## src/rtl/route_sequencer.sv

```systemverilog
// route_sequencer: waypoint route controller for the navigation car.
// Walks the route RAM entry by entry. For each entry it turns the car onto the
// entry heading using the compass, then drives forward for the entry distance
// counted in encoder ticks.
//
// Ports:
//   clk_i         system clock
//   rst_i         synchronous active-high reset
//   start_i       one-cycle pulse, begins a route at address 0 (IDLE/ERROR only)
//   abort_i       level, forces motor stop and return to IDLE
//   heading_i     compass heading in degrees 0..359 (>=360 means no sample)
//   enc_tick_i    one-cycle pulse per encoder edge
//   ram_rd_en_o   route RAM read strobe
//   ram_addr_o    route RAM address
//   ram_dout_i    route entry: [92:85] distance, [84] valid, [83:80] heading code
//   motor_o       00 stop, 11 forward, 10 turn right, 01 turn left
//   busy_o        high outside IDLE, DONE and ERROR
//   done_o        one-cycle pulse when the route completes
//   err_o         sticky error flag, cleared by start or reset
//   step_idx_o    index of the entry being executed
module route_sequencer #(
    parameter int unsigned ADDR_W         = 7,
    parameter int unsigned TOL            = 5,
    parameter int unsigned TICKS_PER_UNIT = 16,
    parameter logic [23:0] ALIGN_TIMEOUT  = 24'd10_000_000
) (
    input  logic              clk_i,
    input  logic              rst_i,
    input  logic              start_i,
    input  logic              abort_i,
    input  logic [8:0]        heading_i,
    input  logic              enc_tick_i,
    output logic              ram_rd_en_o,
    output logic [ADDR_W-1:0] ram_addr_o,
    input  logic [92:0]       ram_dout_i,
    output logic [1:0]        motor_o,
    output logic              busy_o,
    output logic              done_o,
    output logic              err_o,
    output logic [ADDR_W-1:0] step_idx_o
);

    localparam int unsigned TickW = (TICKS_PER_UNIT > 1) ? $clog2(TICKS_PER_UNIT) : 1;
    localparam logic [9:0] TolW   = 10'(TOL);
    localparam logic [9:0] DriftW = 10'(TOL + 5);

    localparam logic [1:0] MotStop  = 2'b00;
    localparam logic [1:0] MotFwd   = 2'b11;
    localparam logic [1:0] MotRight = 2'b10;
    localparam logic [1:0] MotLeft  = 2'b01;

    typedef enum logic [2:0] {
        StIdle, StFetch, StWaitRd, StAlign, StDrive, StNext, StDone, StError
    } state_e;

    state_e            state_q, state_d;
    logic [ADDR_W-1:0] addr_q, addr_d, step_q, step_d;
    logic [7:0]        dist_q, dist_d, unit_q, unit_d;
    logic [8:0]        target_q, target_d;
    logic [TickW-1:0]  tick_q, tick_d;
    logic [23:0]       tmo_q, tmo_d;
    logic [1:0]        motor_q, motor_d;
    logic              rd_en_q, rd_en_d, busy_q, busy_d, done_q, done_d, err_q, err_d;

    // Route entry fields
    logic [7:0] ent_dist;
    logic       ent_valid;
    logic [3:0] ent_code;
    logic       unused_ram_bits;
    assign ent_dist        = ram_dout_i[92:85];
    assign ent_valid       = ram_dout_i[84];
    assign ent_code        = ram_dout_i[83:80];
    assign unused_ram_bits = ^ram_dout_i[79:0];

    // Heading error: 10-bit intermediates so target+360 cannot overflow
    logic       heading_ok, aligned, drifted, turn_left, start_accept;
    logic [9:0] diff_sum, diff, err_abs;

    always_comb begin
        heading_ok = heading_i < 9'd360;
        diff_sum   = {1'b0, target_q} + 10'd360 - {1'b0, heading_i};
        diff       = (diff_sum >= 10'd360) ? diff_sum - 10'd360 : diff_sum;
        err_abs    = (diff <= 10'd180) ? diff : 10'd360 - diff;
        aligned    = err_abs <= TolW;
        drifted    = err_abs > DriftW;
        turn_left  = diff >= 10'd180;
    end

    assign start_accept = start_i && !abort_i && (state_q == StIdle || state_q == StError);

    // State register
    always_ff @(posedge clk_i) begin
        if (rst_i) begin
            state_q  <= StIdle;
            addr_q   <= '0;
            step_q   <= '0;
            dist_q   <= '0;
            unit_q   <= '0;
            target_q <= '0;
            tick_q   <= '0;
            tmo_q    <= '0;
            motor_q  <= MotStop;
            rd_en_q  <= 1'b0;
            busy_q   <= 1'b0;
            done_q   <= 1'b0;
            err_q    <= 1'b0;
        end else begin
            state_q  <= state_d;
            addr_q   <= addr_d;
            step_q   <= step_d;
            dist_q   <= dist_d;
            unit_q   <= unit_d;
            target_q <= target_d;
            tick_q   <= tick_d;
            tmo_q    <= tmo_d;
            motor_q  <= motor_d;
            rd_en_q  <= rd_en_d;
            busy_q   <= busy_d;
            done_q   <= done_d;
            err_q    <= err_d;
        end
    end

    // Next-state logic
    always_comb begin
        state_d  = state_q;
        addr_d   = addr_q;
        step_d   = step_q;
        dist_d   = dist_q;
        unit_d   = unit_q;
        target_d = target_q;
        tick_d   = tick_q;
        // Restarts on every ALIGN entry, including re-entry from DRIVE
        tmo_d    = (state_q == StAlign) ? tmo_q + 24'd1 : '0;

        if (abort_i) begin
            state_d = StIdle;
        end else begin
            unique case (state_q)
                StIdle, StError: begin
                    if (start_i) begin
                        addr_d  = '0;
                        step_d  = '0;
                        state_d = StFetch;
                    end
                end
                StFetch: state_d = StWaitRd;
                StWaitRd: begin
                    dist_d   = ent_dist;
                    target_d = {ent_code, 5'b00000} - {3'b000, ent_code, 1'b0};
                    unit_d   = '0;
                    tick_d   = '0;
                    if (!ent_valid) begin
                        state_d = StDone;
                    end else if (ent_code > 4'd11) begin
                        state_d = StError;
                    end else begin
                        state_d = StAlign;
                    end
                end
                StAlign: begin
                    if (tmo_q == ALIGN_TIMEOUT - 24'd1) begin
                        state_d = StError;
                    end else if (heading_ok && aligned) begin
                        state_d = StDrive;
                    end
                end
                StDrive: begin
                    // Transitions need a valid compass sample; ticks are still counted
                    if (heading_ok && unit_q == dist_q) begin
                        state_d = StNext;
                    end else if (heading_ok && drifted) begin
                        state_d = StAlign;
                    end else if (enc_tick_i && unit_q != dist_q) begin
                        if (tick_q == TickW'(TICKS_PER_UNIT - 1)) begin
                            tick_d = '0;
                            unit_d = unit_q + 8'd1;
                        end else begin
                            tick_d = tick_q + 1'b1;
                        end
                    end
                end
                StNext: begin
                    if (addr_q == '1) begin
                        state_d = StDone;
                    end else begin
                        addr_d  = addr_q + 1'b1;
                        step_d  = step_q + 1'b1;
                        state_d = StFetch;
                    end
                end
                StDone:  state_d = StIdle;
                default: state_d = StIdle;
            endcase
        end
    end

    // Output logic, registered one cycle after the deciding condition
    always_comb begin
        motor_d = MotStop;
        if (state_d == StDrive && heading_ok) begin
            motor_d = MotFwd;
        end else if (state_d == StAlign && heading_ok && !aligned &&
                     (state_q == StAlign || state_q == StDrive)) begin
            motor_d = turn_left ? MotLeft : MotRight;
        end
        rd_en_d = state_d == StFetch;
        busy_d  = !(state_d == StIdle || state_d == StDone || state_d == StError);
        done_d  = state_d == StDone;
        if (start_accept) begin
            err_d = 1'b0;
        end else if (state_d == StError) begin
            err_d = 1'b1;
        end else begin
            err_d = err_q;
        end
    end

    assign ram_rd_en_o = rd_en_q;
    assign ram_addr_o  = addr_q;
    assign motor_o     = motor_q;
    assign busy_o      = busy_q;
    assign done_o      = done_q;
    assign err_o       = err_q;
    assign step_idx_o  = step_q;

endmodule

```

## config.mk

```make
export PLATFORM = sky130hd
export DESIGN_NAME = route_sequencer
export DESIGN_NICKNAME = d
export VERILOG_FILES = /design/src/rtl/route_sequencer.sv
export SDC_FILE = /design/constraint.sdc
export NUM_CORES = 1
export LEC_CHECK = 0
export BUFFER_PORTS_ARGS = -buffer_cell sky130_fd_sc_hd__buf_2
export CAP_MARGIN = 15
export CORE_AREA = 2 2 113 115
export DETAILED_ROUTE_END_ITERATION = 8
export DIE_AREA = 0 0 115 117
export GPL_TIMING_DRIVEN = 0
export PLACE_DENSITY = 0.71
export SKIP_CTS_REPAIR_TIMING = 1
export SKIP_LAST_GASP = 1
export SLEW_MARGIN = 25
export SYNTH_ARGS = -nofsm -noshare
export SYNTH_HDL_FRONTEND = slang
export SYNTH_SLANG_ARGS = --single-unit
```

## constraint.sdc

```tcl
create_clock -name clk_i -period 16.8 [get_ports clk_i]
set_clock_uncertainty 0.2 [all_clocks]
set_input_delay 3.36 -clock clk_i [delete_from_list [all_inputs] [get_ports clk_i]]
set_output_delay 3.36 -clock clk_i [all_outputs]
set_load 0.05 [all_outputs]
```

-- Word-level counts from Yosys, hierarchy flattened
Cells that the tools add are included.
- equal/unequal tests: 23
- magnitude comparators: 7
- $add $sub $neg: 10
- multiplexer cells: 30
- reductions and logical operators: 28
- bitwise gates (word level): 2
- operators with widths (kind ; number):
    $mux 8 ; 4
    $pmux 7 s2 ; 2
    $mux 3 ; 9
    $add 24x1->24 const B ; 1
    $eq 24x24->1 const B ; 1
    $eq 3x3->1 const B ; 7
    $mux 7 ; 3
    $pmux 3 s7 ; 1
    $mux 10 ; 2
    $mux 4 ; 4
    $pmux 8 s2 ; 1
    $add 7x1->7 const B ; 2
    $ne 2x2->1 const B ; 6
    $add 9x9->10 const B ; 1
    $ge 10x8->1 const B ; 1
    $ge 10x9->1 const B ; 1
    $gt 10x4->1 const B ; 1
    $le 10x3->1 const B ; 1
    $le 10x8->1 const B ; 1
    $logic_and 1x1->1 ; 10
    $sub 10x9->10 ; 1
    $sub 10x9->10 const B ; 1
    $sub 9x10->10 const A ; 1
    $eq 3x2->1 const B ; 3
    other kinds (22) ; 35
- input bits: 107
- flip-flop bits (word level): 76
- logic and storage cells: 113
- output and inout port bits: 20

-- Logic depth before layout (Yosys ltp)
Gate-level depths: netlist of the first run.
- depth after elaboration: 18
- mapped depth: 22
- mapped depth without buffers: 21

-- Worst setup path after synthesis of the first run
Ideal clock, no wire load.
- path kind: in2reg
- from: input port heading_i[1]
- to: register unit_q[7]
- arrival time: 8.249 ns
- setup time: 0.070 ns
- data required time: 16.530 ns
- path slack: 8.281 ns
- stages on the path: 21
- path buffers: 1
- path through: inv_1 > ha_1 > ha_1 > buf_6 > a211oi_4 > nor2_1 > xnor2_1 > inv_1 > ha_1 > nor3_1 > a21oi_1 > o211a_1 > nor4_4 > o31ai_2 > xnor2_1 > or4_4 > a41o_2 > a21oi_2 > o21ai_2 > or4_1 > a21oi_1
- longest elaborated chain between the ends: 9
- elaborated cells between the ends (all ways): 14
- classes of those cells: add/sub (3); order compare (4); eq/ne (2); mux (2); reduce/logical (3)
- ends and longest elaborated chain (what ; RTL line ; text):
    start, declared ; 31 ; input logic [8:0] heading_i,
    $sub 10x9->10 ; 81 ; diff_sum = {1'b0, target_q} + 10'd360 - {1'b0, heading_i};
    $sub 10x9->10 / $ge 10x9->1 (equally long branches) ; 82 ; diff = (diff_sum >= 10'd360) ? diff_sum - 10'd360 : diff_sum;
    $mux 10 ; 82 ;
    $sub 9x10->10 / $le 10x8->1 (equally long branches) ; 83 ; err_abs = (diff <= 10'd180) ? diff : 10'd360 - diff;
    $mux 10 ; 83 ;
    $gt 10x4->1 ; 85 ; drifted = err_abs > DriftW;
    $logic_and 1x1->1 ; 172 ; end else if (heading_ok && drifted) begin
    $ne 2x2->1 (no line) ; - ;
    $reduce_and 6->1 (no line) (*) ; - ;
    end signal, assigned ; 112 ; unit_q <= unit_d;
    end, declared ; 58 ; logic [7:0] dist_q, dist_d, unit_q, unit_d;
Every way passes the cells marked *; elsewhere a longest branch is shown, timed or not.
A chain may end at the register's enable or synchronous reset.

-- Final worst setup path of the first run
Ends and elaborated chain as after synthesis.

==> results of run 1 <==
## power groups by stage
stage          clock network [W]  logic [W]  registers, W
2_1_floorplan                  0   0.000121      0.000187
3_3_place_gp                   0   0.000154      0.000185
3_5_place_dp                   0   0.000157      0.000185
4_1_cts                 0.000201   0.000158      0.000181
5_1_grt                 0.000209   0.000175      0.000181
6_report                0.000197   0.000162      0.000181
## final timing paths
kind / slack (ns) / start / cells after the start / to
setup / recovery: 7.49 / heading_i[1] / 22 / unit_q[7]
hold / removal: 0.26 / tmo_q[0] / 1 / tmo_q[0]
hold reg to reg: 0.26 / tmo_q[0] / 1 / tmo_q[0]
setup reg to reg: 10.32 / target_q[1] / 20 / unit_q[7]
## layout by cell type (no fill, tap or decap), types with 6 or more instances in the layout
cell type | netlist | layout
nor3_1 | 18 | 18
dfxtp_1 | 75 | 75
nand2b_1 | 12 | 12
a21oi_1 | 49 | 49
inv_1 | 34 | 34
nor2_1 | 78 | 78
nand2_1 | 69 | 69
nor4_1 | 12 | 11
and2_1 | 7 | 7
o21ai_0 | 22 | 22
ha_1 | 24 | 24
or3_1 | 11 | 11
a211oi_1 | 10 | 10
buf_2 | 1 | 45
xor2_1 | 31 | 31
and3_1 | 8 | 8
nand3_1 | 31 | 31
a21o_1 | 6 | 6
clkbuf_16 | 0 | 9
clkbuf_1 | 15 | 15
o211ai_1 | 11 | 11
nand4_1 | 11 | 11
xnor2_1 | 13 | 13
## final cells by class
| cell class | count | area, um2 |
|---|---|---|
| inverter | 34 | 127.6 |
| multi-input combinational | 540 | 3588 |
| tap | 150 | 187.7 |
| clock buffer | 10 | 239.0 |
| clock inverter | 6 | 71.32 |
| timing repair buffer | 44 | 220.2 |
| buffer | 25 | 153.9 |
| sequential | 75 | 1501 |
| fill | 1207 | 6222 |
## kinds of logic after synthesis
kind of cell,Yosys count,share of synthesized area [%]
AND/OR/NAND/NOR,292,28.10
AO/OA/AOI/OAI,171,23.46
adder cells (fa/ha/maj),25,5.970
flip-flops,75,27.99
buffers and inverters,59,5.247
multiplexers,5,1.026
XOR/XNOR,47,8.209
## Yosys cell counts (all sizes together) (4+ instances only)
| master | count | area share, % |
|---|---|---|
| o211ai | 14 | 2.4 |
| clkbuf | 18 | 1.7 |
| nand3 | 31 | 2.9 |
| or4 | 6 | 0.98 |
| a211o | 4 | 0.70 |
| nor2 | 79 | 5.6 |
| a211oi | 14 | 2.6 |
| or3 | 12 | 1.5 |
| a31oi | 5 | 0.58 |
| nand2b | 12 | 1.4 |
| ha | 24 | 5.6 |
| o21ai | 26 | 2.5 |
| nor3 | 20 | 2.1 |
| mux2i | 4 | 0.75 |
| and4 | 4 | 0.70 |
| o31ai | 6 | 1.2 |
| nor4 | 13 | 1.8 |
| o211a | 5 | 0.93 |
| buf | 7 | 1.2 |
| dfxtp | 75 | 28 |
| a21oi | 50 | 4.7 |
| xnor2 | 13 | 2.1 |
| nor2b | 4 | 0.56 |
| a21o | 8 | 1.2 |
| nand2 | 70 | 5.0 |
| and3 | 8 | 0.93 |
| a221oi | 4 | 0.65 |
| xor2 | 33 | 5.7 |
| a311oi | 4 | 0.65 |
| nand4 | 12 | 1.7 |
| inv | 34 | 2.4 |
| and2 | 7 | 0.82 |
## through the flow
step,setup WS [ns],area [um2]
6_report,7.485,6090
5_1_grt,7.156,6090
4_1_cts,7.609,6083
3_5_place_dp,7.268,5773
3_3_place_gp,7.270,5773
2_1_floorplan,8.281,5365
## registers in the layout, summed over array words and instances, names as in the netlist
name,flops
ram_addr_o,7
step_idx_o,7
busy_o,1
motor_o,2
done_o,1
unit_q,8
target_q,8
state_q,3
dist_q,8
tick_q,4
err_o,1
ram_rd_en_o,1
tmo_q,24
## layer usage
metal | vias to the layer above | routed length [um] | GRT usage, %
met5 | - | 0 | 0
met4 | 0 | 275 | 8.835
met3 | 27 | 789 | 4.377
met2 | 168 | 6660 | 36.86
met1 | 2458 | 6076 | 25.81
li1 | 2571 | - | -
==> flow_metrics.tcl, run 1 <==
set metrics [dict create \
    status "finished clean" \
    yosysWarnings 0 \
    via_count 5224 \
    finalPower_w 0.0005389 \
    finalMaxSlewViolations 0 \
    relSlewSlack_pct 51.34 \
    grt_pass1_vias 4993 \
    internal_power_w 0.0003603 \
    required_ns 16.86 \
    io_buffer_count 44 \
    async_flop_share_pct 0 \
    grt_overflow 0 \
    gp_congestion 0.9426 \
    worstPathArrival_ns 9.38 \
    ys_seq_area_share_pct 27.99 \
    fmax_mhz 107.4 \
    cts_tree "built" \
    path_class "input pin to flop" \
    wl_mm 13.80 \
    ys_types 88 \
    final_cell_count_no_fill 884 \
    clock_sinks 75 \
    setup_viol 0 \
    viasPerCell 5.910 \
    dieHeight_um 117 \
    p_comb_share_pct 30.0 \
    fp.dieW_um 115 \
    drcViolationCount 0 \
    synth_edf_count 0 \
    finalCoreUtilization_pct 49.46 \
    crit_buf_inv 4 \
    irDropWorstVdd_uv 62.17 \
    crit_path_cell_trace "buf_2 > inv_1 > ha_1 > ha_1 > buf_6 > a211oi_4 > nor2_1 > xnor2_1 > inv_1 > ha_1 > nor3_1 > a21oi_1 > o211a_1 > nor4_4 > o21bai_2 > a21oi_1 > or4_4 > a41o_2 > a21oi_2 > o21ai_2 > or4_1 > a21oi_1" \
    htree_levels 3 \
    drive_gt1_share_pct 15.53 \
    synth_top_flop_cell "dfxtp_1" \
    final_nets 861 \
    syn-mean-instance-area_um2 7.960 \
    netlist_instances 674 \
    pwr-share-clk_pct 36.5 \
    tns_ns 0 \
    drt_iter0_markers 291 \
    cp_top_family "simple AND/OR/NAND/NOR gates" \
    worstMarginPinSlew_ns 0.7223 \
    holdWs_ns 0.2586 \
    area_growth_pct 13.50 \
    grt_first_pass_wirelength_mm 23.09 \
    p_sw_w 0.0001786 \
    min_period_over_period_pct 55.44 \
    track_usage_pct 21.27 \
    drt-pass1-iter-count 5 \
    num_antenna_cells 0 \
    root_buffer "clkbuf_16" \
    dieArea_um2 13460 \
    cts.clk_slew.worst_paths_ns 0.06 \
    dp.cells 868 \
    initial_core_util_pct 43.58 \
    synth_area_um2 5365 \
    antenna_left 0 \
    rows 41 \
    start_kind "input pin" \
    cts_buffers 9 \
    grt_max_degree 15 \
    ys_seq_elements 75 \
    finalHoldViolCount 0 \
    seqPwrFrac_pct 33.5 \
    crit_slowest_cell "nor4_4" \
    min_path_type "flop to flop" \
    rsz0062_at_grt "no" \
    cp_max_fo 10 \
    coreArea_um2 12310 \
    p_sw_share_pct 33.13 \
    ios 127 \
    cap_viol_max_count 0 \
    critical_path.max_stage_delay_ns 0.59 \
    clockBufferDepth 2 \
    fin_crit_ns 9.315 \
    antenna_found_initial 0 \
    insertion_delay_ns 0.33 \
    end_kind "flop" \
    p_leak_nw 2.369 \
    p_per_area_nw_per_um2 88.49 \
    hpwlAfterDp_mm 10.71 \
    avgRoutedWirePerCell_um 15.61 \
    synth_nets 806 \
]
No activity file was read; power rests on OpenSTA's default activity.
==> run 2, diff against run 1 <==
--- a/config.mk
+++ b/config.mk
@@ -11,7 +11,7 @@
 export DETAILED_ROUTE_END_ITERATION = 8
 export DIE_AREA = 0 0 115 117
 export GPL_TIMING_DRIVEN = 0
-export PLACE_DENSITY = 0.71
+export PLACE_DENSITY = 0.74
 export SKIP_CTS_REPAIR_TIMING = 1
 export SKIP_LAST_GASP = 1
 export SLEW_MARGIN = 25
==> constraint.sdc (replaced) <==
create_clock -name clk_i -period 7.9 [get_ports clk_i]
set_clock_uncertainty 0.2 [all_clocks]
set_input_delay 1.58 -clock clk_i [delete_from_list [all_inputs] [get_ports clk_i]]
set_output_delay 1.58 -clock clk_i [all_outputs]
set_load 0.05 [all_outputs]
==> run 2 against run 1 <==
Against the previous run:
- sequential power rose by 110%
- worst setup slack got worse by 7.0 ns
- register-to-register slack got worse by 8.8 ns
- flip-flop and latch count did not move
- global-route usage fell by 0.92 points
- die area did not move
- largest cell class unchanged
- largest power group unchanged
- highest routed layer unchanged
==> flow_metrics.tcl, run 2 (synthesized netlist as in run 1, its figures left out) <==
set metrics [dict create \
    holdWs_ns 0.2517 \
    fp.dieW_um 115 \
    fin_crit_ns 7.386 \
    coreArea_um2 12310 \
    largest_register "tmo_q" \
    p_per_area_nw_per_um2 191.9 \
    grt_max_degree 14 \
    min-delay-start "target_q[3]" \
    drive_gt1_share_pct 15.40 \
    rows 41 \
    final_nets 861 \
    relSlewSlack_pct 48.99 \
    worstPathArrival_ns 7.45 \
    grt_first_pass_wirelength_mm 22.18 \
    min_period_over_period_pct 93.49 \
    p_leak_nw 2.379 \
    cts_tree "built" \
    root_buffer "clkbuf_16" \
    gp_congestion 0.9378 \
    drt-pass1-iter-count 5 \
    drcViolationCount 0 \
    cp_max_fo 10 \
    required_ns 7.97 \
    track_usage_pct 20.35 \
    tns_ns 0 \
    grt_overflow 0 \
    clockBufferDepth 2 \
    r2r-end "unit_q[7]" \
    rsz0062_at_grt "no" \
    via_count 5091 \
    num_antenna_cells 0 \
    status "finished clean" \
    irDropWorstVdd_uv 110.6 \
    min_path_cells 2 \
    cap_viol_max_count 0 \
    drt_iter0_markers 348 \
    seqCellArea_um2 1501 \
    worst-r2r-cell-count 20 \
    htree_levels 3 \
    grt_pass1_vias 4756 \
    wl_mm 13.30 \
    r2r_setup_slack_ns 1.56 \
    antenna_found_initial 0 \
    insertion_delay_ns 0.34 \
    fill_cells 1216 \
    cts_buffers 9 \
    avgRoutedWirePerCell_um 15.04 \
    area_growth_pct 13.83 \
    start_kind "input pin" \
    finalMaxSlewViolations 0 \
    hold_path_end "target_q[3]" \
    io_buffer_count 44 \
    initial_core_util_pct 43.58 \
    min_path_type "flop to flop" \
    clock_sinks 75 \
    setup_viol 0 \
    final_common_cell "nor2_1" \
    end_kind "flop" \
    cts.clk_slew.worst_paths_ns 0.06 \
    viasPerCell 5.759 \
    ios 127 \
    largest_register_ffs 24 \
    worstMarginPinSlew_ns 0.7582 \
    finalHoldViolCount 0 \
    hpwlAfterDp_mm 9.974 \
    layout_common_cells "nor2_1, dfxtp_1, nand2_1, a21oi_1, buf_2" \
    multi_input_area_um2 3588 \
    antenna_left 0 \
    reg2reg_from "target_q[1]" \
    path_class "input pin to flop" \
    dieHeight_um 117 \
    dieArea_um2 13460 \
    fmax_mhz 135.4 \
]
run 2: cell count changes in the layout (fill, tap and decap cells not counted), sizes merged:
cell	previous run	this run
bufinv	1	2
clkbuf	28	29
clkinvlp	2	1
inv	36	35
run 2: report_power, final:
part	leakage, nW	internal, W	switching (W)
Sequential	0.605	0.000382	0.00000233
Clock	0.156	0.000287	0.000162
Combinational	1.62	0.000129	0.000210
run 2: area by class of cell:
cell class / count / area share [%]
clock buffer: 11 / 3.975
multi-input combinational: 540 / 58.76
buffer: 25 / 2.520
inverter: 34 / 2.090
sequential: 75 / 24.59
clock inverter: 5 / 1.393
tap: 150 / 3.073
timing repair buffer: 44 / 3.606
run 2: critical path, cell delays in order:
cell and delay [ns]:
buf_2 0.07, inv_1 0.05, ha_1 0.31, ha_1 0.22
buf_6 0.15, a211oi_4 0.34, nor2_1 0.10, xnor2_1 0.37
inv_1 0.21, ha_1 0.30, nor3_1 0.51, a21oi_1 0.20
o211a_1 0.27, nor4_4 0.59, o21bai_2 0.30, a21oi_1 0.13
or4_4 0.47, a41o_2 0.30, a21oi_2 0.21, o21ai_2 0.12
or4_1 0.48, a21oi_1 0.15
run 2: worst max-delay path by stage:
stage | from | slack (ns) | end
6_report | heading_i[1] | 0.51 | unit_q[7]
5_1_grt | heading_i[1] | 0.23 | done_o
4_1_cts | heading_i[1] | 0.59 | unit_q[7]
3_5_place_dp | heading_i[1] | 0.26 | unit_q[7]
3_3_place_gp | heading_i[1] | 0.21 | unit_q[7]
2_1_floorplan | heading_i[1] | 1.16 | unit_q[7]
run 2: metrics by stage:
step,area (um2),cells,worst slack (ns),power [W],utilization [%]
after global routing,6107,884,0.2323,0.001232,49.60
after global placement,5773,868,0.2056,0.0007230,46.89
after CTS,6107,884,0.5877,0.001173,49.60
after floorplan,5365,674,1.161,0.0006549,-
after detailed placement,5779,868,0.2551,0.0007238,46.94
final,6107,884,0.5144,0.001172,49.60
run 2: routing by layer:
layer  GRT usage [%]  part of all wire (%)  routed length (um)
met1           25.95                    46                6067
met2           33.80                    46                6170
met3           5.458                   6.1                 816
met4           6.265                   1.8                 240
met5               0                     0                   0
==> run 3, diff against run 2 <==
--- a/config.mk
+++ b/config.mk
@@ -12,6 +12,7 @@
 export DIE_AREA = 0 0 115 117
 export GPL_TIMING_DRIVEN = 0
 export PLACE_DENSITY = 0.74
+export RECOVER_POWER = 25
 export SKIP_CTS_REPAIR_TIMING = 1
 export SKIP_LAST_GASP = 1
 export SLEW_MARGIN = 25
==> run 3 against run 2 <==
Against the previous run:
- routed wire length is 0.62% higher
- combinational power hardly changed
- non-clock buffer count stayed put
- core utilization hardly changed
- flip-flop and latch count stayed put
- count of clock-buffer cells in the layout stayed put
- first-iteration DRC count is 1.1% higher
- register-to-register slack hardly changed
- critical endpoint unchanged
- highest routed layer unchanged
==> flow_metrics.tcl, run 3 (synthesized netlist as in run 1, its figures left out) <==
set metrics [dict create \
    largest_register_ffs 24 \
    drt-pass1-iter-count 5 \
    path_class "input pin to flop" \
    rows 41 \
    internal_power_w 0.0007972 \
    status "finished clean" \
    start_kind "input pin" \
    cap_viol_max_count 0 \
    end_kind "flop" \
    tns_ns 0 \
    fp.dieW_um 115 \
    min_path_type "flop to flop" \
    fin_crit_ns 7.397 \
    initial_core_util_pct 43.58 \
    clock_sinks 75 \
    drt_iter0_markers 352 \
    drcViolationCount 0 \
    p_per_area_nw_per_um2 192.2 \
    num_antenna_cells 0 \
    cts.clk_slew.worst_paths_ns 0.06 \
    viasPerCell 5.774 \
    clockBufferDepth 2 \
    layout_common_cells "nor2_1, dfxtp_1, nand2_1, a21oi_1, buf_2" \
    dieArea_um2 13460 \
    rsz0062_at_grt "no" \
    gp_congestion 0.9378 \
    fill_cells 1216 \
    insertion_delay_ns 0.34 \
    root_buffer "clkbuf_16" \
    grt_max_degree 14 \
    via_count 5104 \
    worstPathArrival_ns 7.46 \
    final_common_cell "nor2_1" \
    holdWs_ns 0.2517 \
    htree_levels 3 \
    antenna_left 0 \
    grt_first_pass_wirelength_mm 22.18 \
    relSlewSlack_pct 49.20 \
    coreArea_um2 12310 \
    track_usage_pct 20.35 \
    finalCoreUtilization_pct 49.57 \
    finalHoldViolCount 0 \
    cp_max_fo 10 \
    min_period_over_period_pct 93.63 \
    worstMarginPinSlew_ns 0.7541 \
    p_sw_share_pct 32.04 \
    drive_gt1_share_pct 14.99 \
    hpwlAfterDp_mm 9.974 \
    setup_viol 0 \
    grt_overflow 0 \
    largest_register "tmo_q" \
    antenna_found_initial 0 \
    seqPwrFrac_pct 32.8 \
    cts_buffers 9 \
    ios 127 \
    required_ns 7.97 \
    dieHeight_um 117 \
    p_sw_w 0.0003759 \
    p_leak_nw 2.369 \
    finalMaxSlewViolations 0 \
    grt_pass1_vias 4756 \
    cts_tree "built" \
    area_growth_pct 13.76 \
    pwr-share-clk_pct 38.3 \
    irDropWorstVdd_uv 110.6 \
    wl_mm 13.38 \
    fmax_mhz 135.2 \
    io_buffer_count 44 \
    avgRoutedWirePerCell_um 15.13 \
    p_comb_share_pct 29.0 \
    final_nets 861 \
]
run 3: worst max-delay path, stage by stage:
cell and delay [ns]:
buf_2 0.07, inv_1 0.05, ha_1 0.31, ha_1 0.22, buf_6 0.15, a211oi_4 0.34, nor2_1 0.10, xnor2_1 0.37
inv_1 0.22, ha_1 0.30, nor3_1 0.52, a21oi_1 0.21, o211a_1 0.27, nor4_4 0.59, o21bai_2 0.30, a21oi_1 0.13
or4_4 0.47, a41o_2 0.30, a21oi_2 0.21, o21ai_2 0.12, or4_1 0.48, a21oi_1 0.15
run 3: final cells by class:
| type | count | area, um2 | area share [%] |
|---|---|---|---|
| clock buffer | 11 | 242.7 | 3.977 |
| tap | 150 | 187.7 | 3.075 |
| inverter | 34 | 127.6 | 2.091 |
| clock inverter | 5 | 85.08 | 1.394 |
| timing repair buffer | 44 | 216.5 | 3.547 |
| multi-input combinational | 540 | 3588 | 58.79 |
| sequential | 75 | 1501 | 24.60 |
| buffer | 25 | 153.9 | 2.522 |
run 3: path summary, 6_finish.rpt:
path,from,endpoint,slack (ns),cells after the start
hold / removal,target_q[3],target_q[3],0.25,2
setup reg to reg,target_q[1],unit_q[7],1.56,20
hold reg to reg,target_q[3],target_q[3],0.25,2
setup / recovery,heading_i[1],unit_q[7],0.50,22
run 3: per-stage QoR:
stage	power (W)	instances	instance area [um2]	setup slack, ns
after floorplan	0.0006549	674	5365	1.161
after global placement	0.0007230	868	5773	0.2056
after detailed placement	0.0007238	868	5779	0.2551
after CTS	0.001173	884	6107	0.5877
after global routing	0.001232	884	6103	0.2323
final	0.001173	884	6103	0.5031
run 3: power by group through the flow:
| stage | Sequential (W) | Clock, W | Combinational, W |
|---|---|---|---|
| 2_1_floorplan | 0.000398 | 0 | 0.000257 |
| 3_3_place_gp | 0.000392 | 0 | 0.000331 |
| 3_5_place_dp | 0.000393 | 0 | 0.000331 |
| 4_1_cts | 0.000384 | 0.000456 | 0.000333 |
| 5_1_grt | 0.000385 | 0.000477 | 0.000371 |
| 6_report | 0.000384 | 0.000449 | 0.000340 |
run 3: metal layers:
metal	routed length (um)	vias up	track usage (%)	share of wire, %
met4	176	0	6.265	1.3
met5	0	-	0	0
met1	6151	2366	25.95	46
met2	6224	153	33.80	47
met3	826	15	5.458	6.2
li1	-	2570	-	-
